## src/rtl/move_list_writer.sv

```systemverilog
// move_list_writer: packs accepted moves from the move generator into 32-bit
// words in the shared RAM starting at BASE_ADDR, then writes a summary word
// (overflow flag and move count) to COUNT_ADDR and raises done.
module move_list_writer #(
  parameter int DATA_WIDTH = 32,
  parameter int ADDR_WIDTH = 15,
  parameter int BASE_ADDR  = 16,
  parameter int COUNT_ADDR = 1,
  parameter int MAX_MOVES  = 100
) (
  input  logic                  clk,
  input  logic                  reset,
  input  logic                  start,
  input  logic                  move_valid,
  output logic                  move_ready,
  input  logic [5:0]            move_from,
  input  logic [5:0]            move_to,
  input  logic [3:0]            move_piece,
  input  logic [3:0]            move_capture,
  input  logic [2:0]            move_promo,
  input  logic                  gen_done,
  output logic [ADDR_WIDTH-1:0] ram_address,
  output logic                  ram_write,
  output logic [DATA_WIDTH-1:0] ram_writedata,
  output logic [7:0]            move_count,
  output logic                  busy,
  output logic                  done,
  output logic                  overflow
);

  typedef enum logic [1:0] {IDLE, ACCEPT, WRITE_COUNT, DONE} state_t;

  localparam logic [7:0]            MAX_CNT  = 8'(MAX_MOVES);
  localparam logic [ADDR_WIDTH-1:0] BASE_A   = ADDR_WIDTH'(BASE_ADDR);
  localparam logic [ADDR_WIDTH-1:0] COUNT_A  = ADDR_WIDTH'(COUNT_ADDR);

  state_t state;
  logic   hs;
  logic   room;

  function automatic logic [DATA_WIDTH-1:0] pack_move(
    input logic [5:0] from_sq,
    input logic [5:0] to_sq,
    input logic [3:0] piece,
    input logic [3:0] capture,
    input logic [2:0] promo
  );
    logic [DATA_WIDTH-1:0] w;
    w        = '0;
    w[5:0]   = from_sq;
    w[11:6]  = to_sq;
    w[15:12] = piece;
    w[19:16] = capture;
    w[22:20] = promo;
    return w;
  endfunction

  function automatic logic [DATA_WIDTH-1:0] pack_summary(
    input logic       ovf,
    input logic [7:0] cnt
  );
    logic [DATA_WIDTH-1:0] w;
    w                 = '0;
    w[DATA_WIDTH-1]   = ovf;
    w[7:0]            = cnt;
    return w;
  endfunction

  // move_ready is only ever high in ACCEPT, so this is the accept handshake
  assign hs   = move_valid && move_ready && (state == ACCEPT);
  assign room = (move_count < MAX_CNT);

  // Control FSM with registered RAM write port and status outputs
  always_ff @(posedge clk) begin
    if (!reset) begin
      state         <= IDLE;
      move_ready    <= 1'b0;
      ram_address   <= '0;
      ram_write     <= 1'b0;
      ram_writedata <= '0;
      move_count    <= '0;
      busy          <= 1'b0;
      done          <= 1'b0;
      overflow      <= 1'b0;
    end else begin
      ram_write <= 1'b0;
      case (state)
        IDLE: begin
          if (start) begin
            state      <= ACCEPT;
            move_ready <= 1'b1;
            move_count <= '0;
            overflow   <= 1'b0;
            done       <= 1'b0;
            busy       <= 1'b1;
          end
        end
        ACCEPT: begin
          if (hs) begin
            if (room) begin
              ram_write     <= 1'b1;
              ram_address   <= BASE_A + ADDR_WIDTH'(move_count);
              ram_writedata <= pack_move(move_from, move_to, move_piece,
                                         move_capture, move_promo);
              move_count    <= move_count + 8'd1;
            end else begin
              overflow <= 1'b1;
            end
          end
          if (gen_done) begin
            move_ready <= 1'b0;
            if (hs) begin
              // the last move's count/overflow update lands this edge, so
              // the summary is built one cycle later
              state <= WRITE_COUNT;
            end else begin
              ram_write     <= 1'b1;
              ram_address   <= COUNT_A;
              ram_writedata <= pack_summary(overflow, move_count);
              state         <= DONE;
            end
          end
        end
        WRITE_COUNT: begin
          ram_write     <= 1'b1;
          ram_address   <= COUNT_A;
          ram_writedata <= pack_summary(overflow, move_count);
          state         <= DONE;
        end
        DONE: begin
          if (start) begin
            state      <= ACCEPT;
            move_ready <= 1'b1;
            move_count <= '0;
            overflow   <= 1'b0;
            done       <= 1'b0;
            busy       <= 1'b1;
          end else begin
            // done follows the summary write cycle
            done <= 1'b1;
            busy <= 1'b0;
          end
        end
        default: state <= IDLE;
      endcase
    end
  end

endmodule

```

## config.mk

```make
export PLATFORM = sky130hd
export DESIGN_NAME = move_list_writer
export DESIGN_NICKNAME = d
export VERILOG_FILES = /design/src/rtl/move_list_writer.sv
export SDC_FILE = /design/constraint.sdc
export NUM_CORES = 1
export LEC_CHECK = 0
export BUFFER_PORTS_ARGS = -buffer_cell sky130_fd_sc_hd__buf_2
export CAP_MARGIN = 20
export CORE_MARGIN = 3
export CORE_UTILIZATION = 40
export DETAILED_ROUTE_END_ITERATION = 16
export HOLD_SLACK_MARGIN = 0.08
export PLACE_DENSITY_LB_ADDON = 0.15
export RECOVER_POWER = 25
export SLEW_MARGIN = 20
export SYNTH_ARGS = -nofsm -noshare
export SYNTH_HDL_FRONTEND = slang
export SYNTH_SLANG_ARGS = --single-unit
```

## constraint.sdc

```tcl
create_clock -name clk -period 5.3 [get_ports clk]
set_clock_uncertainty 0.05 [all_clocks]
set_input_delay 1.06 -clock clk [delete_from_list [all_inputs] [get_ports clk]]
set_output_delay 1.06 -clock clk [all_outputs]
set_load 0.05 [all_outputs]
```

==> flow_metrics.env <==
export IMPL_drc=0
export IMPL_critPathKind="flop to flop"
export IMPL_final_cell_mix="62 x dfxtp_1, 58 x buf_2, 33 x a21oi_1"
export IMPL_grt_max_degree=36
export IMPL_fp_dieW_um=85.7
export IMPL_ios=88
export IMPL_grt_pass1_vias=2082
export IMPL_ant_nets=0
export IMPL_critPathCaptureType="flop"
export IMPL_finalHoldViolCount=0
export IMPL_peakVddDrop_v=0.000132
export IMPL_synth_cell_types=45
export IMPL_yosys_area_share_adder_pct=3.45
export IMPL_synth_top_family_by_area="compound AO/OA/AOI/OAI gates"
export IMPL_fp_row_count=28
export IMPL_holdPathStages=2
export IMPL_timing_rr_end="ram_address[4]$_SDFFE_PN0P_"
export IMPL_cts_num_sinks=62
export IMPL_synth_area_mm2=0.00254
export IMPL_p_per_area_mw_per_mm2=365
export IMPL_worstHoldPathType="flop to flop"
export IMPL_worstMarginPinSlew_ps=1060
export IMPL_rsz0062_at_grt="false"
export IMPL_setup_viol=0
export IMPL_worst_r2r_setup_slack_ps=2050
export IMPL_grt_antenna_before_repair=0
export IMPL_ff2ff_path_depth=6
export IMPL_syn_num_nets=311
export IMPL_yosys_area_share_simple_pct=19.2
export IMPL_overflow=0
export IMPL_hpwl_mm=4.46
export IMPL_final_nets=389
export IMPL_grtUsageTotal_pct=17.5
export IMPL_synthMuxAreaShare_pct=0
export IMPL_wl_per_cell_um=14.9
export IMPL_vias=2292
export IMPL_synthToLayoutAreaGrowth_pct=22.4
export IMPL_drive_above_1_share_pct=23.0
export IMPL_htree_levels=3
export IMPL_yosys_warnings=0
export IMPL_final_setup_tns_ps=0
export IMPL_layout_commonest_cell="dfxtp_1"
export IMPL_period_share_pct=61.4
export IMPL_gp_congestion=0.796
export IMPL_crit_fanout=35
export IMPL_cts_resized=0
export IMPL_diodes=0
export IMPL_crit_path_start_kind="flop"
export IMPL_max_freq_mhz=307
export IMPL_postSynthAreaPerCell_um2=9.21
export IMPL_vias_per_cell=5.31
export IMPL_max_slew_margin_rel_pct=29.6
export IMPL_dr_first_iter_drc_count=86
export IMPL_worstSkewPairLatency_ps=330
export IMPL_die_h_um=85.7
export IMPL_worstReg2RegStart="state[0]$_SDFFE_PN0P_"
export IMPL_cp_data_required_time_ps=5400
export IMPL_io_buffer_count=87
export IMPL_synth_seq_cells=62
export IMPL_p_leak_nw=1.28
export IMPL_hold_buffers=0
export IMPL_routed_wl_mm=6.44
export IMPL_min_delay_worst_endpoint="ram_address[1]$_SDFFE_PN0P_"
export IMPL_status="finished clean"
export IMPL_drtPass1Iterations=4
export IMPL_slew_violations=0
export IMPL_root_buffer="clkbuf_8"
export IMPL_ys_seq_area_share_pct=48.8
export IMPL_synth_compound_area_share_pct=22.8
export IMPL_core_area_mm2=0.00603
export IMPL_cts_tree="yes"
export IMPL_grt_pass1_wl_mm=10.1
export IMPL_maxCapViolCount=0
export IMPL_clockBufferDepth=2
export IMPL_period_needed_ps=3250
export IMPL_start_util_pct=42.2
export IMPL_postCtsSetupBuffers=0
export IMPL_hp_start="ram_address[1]$_SDFFE_PN0P_"
export IMPL_clkTransAtPathRegs_ps=60
export IMPL_syn_inst=276
export IMPL_p_total_mw=1.13
export IMPL_synth_xor_area_share_pct=0.345
export IMPL_cts_buffers=9
export IMPL_dieArea_mm2=0.00735
export IMPL_cp_data_arrival_time_ps=3360
## layout make-up
| cell class | count | area (µm²) |
|---|---|---|
| well taps | 75 | 93.8 |
| clock buffers | 13 | 169 |
| fillers | 604 | 2920 |
| repair buffers | 87 | 399 |
| clock inverters | 1 | 5.00 |
| inverters | 10 | 37.5 |
| flip-flops and latches | 62 | 1240 |
| multi-input cells | 184 | 1160 |
## Yosys cell counts
cell type	number	share of area, %
a2111o_1	1	0.44
a211o_1	1	0.34
a211oi_2	1	0.49
a21oi_1	33	6.5
a21oi_2	1	0.34
a221o_1	3	1.2
a22o_1	5	1.7
a311oi_1	3	1.0
a31oi_1	3	0.74
a32oi_1	5	1.7
and2_1	17	4.2
and3_1	6	1.5
and3_4	1	0.44
buf_1	1	0.15
buf_2	10	2.0
buf_4	1	0.30
buf_6	1	0.44
clkbuf_1	7	1.0
dfxtp_1	62	49
ha_1	7	3.4
inv_1	10	1.5
nand2_1	26	3.8
nand2b_1	4	0.98
nand3_1	22	4.3
nand3b_1	2	0.59
nand4_1	1	0.25
nand4b_1	1	0.34
nor2_1	10	1.5
nor2b_1	2	0.49
nor3_1	1	0.20
nor3b_1	1	0.30
o2111a_1	1	0.44
o2111ai_1	1	0.34
o211ai_1	5	1.5
o211ai_4	1	0.84
o21a_1	1	0.30
o21a_2	1	0.34
o21ai_0	7	1.4
o221a_2	4	1.8
o22a_1	1	0.34
o22ai_1	1	0.25
o31ai_2	1	0.49
o32ai_1	1	0.34
or2_2	1	0.25
xor2_1	1	0.34
## state kept, by name, indices dropped and copies added (netlist names)
register	flops
overflow	1
move_ready	1
ram_address	15
ram_writedata	32
move_count	8
done	1
ram_write	1
state	2
busy	1
## worst max-delay path, cell delays in order (launching register included)
cell      delay (ps)
dfxtp_1          380
inv_1             80
ha_1             980
nand2_1           90
o21ai_0          770
nand2b_1         610
a311oi_1         100
## report_power, final
group	switching (mW)	leakage, nW	internal, mW
registers	0.0162	0.501	0.484
clock network	0.166	0.0914	0.202
logic	0.197	0.686	0.0683
total	0.379	1.28	0.755
## layer usage
layer / share of wire (%) / track usage (%) / routed length (µm)
met1: 48 / 23.6 / 3100
met2: 43 / 25.9 / 2770
met3: 7.2 / 4.71 / 466
met4: 1.6 / 8.20 / 106
met5: 0 / 0 / 0
## per-stage QoR
step	instances	util [%]	setup WS, ps	hold WS [ps]	instance area, µm²
2_1_floorplan	276	-	2930	419	2540
3_3_place_gp	418	49.3	2140	387	2970
3_5_place_dp	418	49.3	2040	388	2970
4_1_cts	432	52.2	2050	404	3150
5_1_grt	432	51.6	1730	423	3110
6_report	432	51.6	2050	403	3110
## how the worst max path moves through the flow
| stage | from | end | slack [ps] | cells after the start |
|---|---|---|---|---|
| 6_report | state[0]$_SDFFE_PN0P_ | ram_address[4]$_SDFFE_PN0P_ | 2050 | 6 |
| 2_1_floorplan | move_valid | ram_writedata[1]$_SDFFE_PN0P_ | 2930 | 7 |
| 5_1_grt | state[1]$_SDFFE_PN0P_ | ram_address[5]$_SDFFE_PN0P_ | 1730 | 6 |
| 3_5_place_dp | state[0]$_SDFFE_PN0P_ | ram_address[5]$_SDFFE_PN0P_ | 2040 | 6 |
| 3_3_place_gp | state[0]$_SDFFE_PN0P_ | ram_address[4]$_SDFFE_PN0P_ | 2140 | 6 |
| 4_1_cts | state[0]$_SDFFE_PN0P_ | ram_address[5]$_SDFFE_PN0P_ | 2050 | 6 |
## kinds of logic after synthesis
logic type	count (synthesis)
simple gates	95
compound gates	81
flops	62
buf+inv	30
fa+ha+maj	7
xor+xnor	1
(Power assumes the default switching activity.)
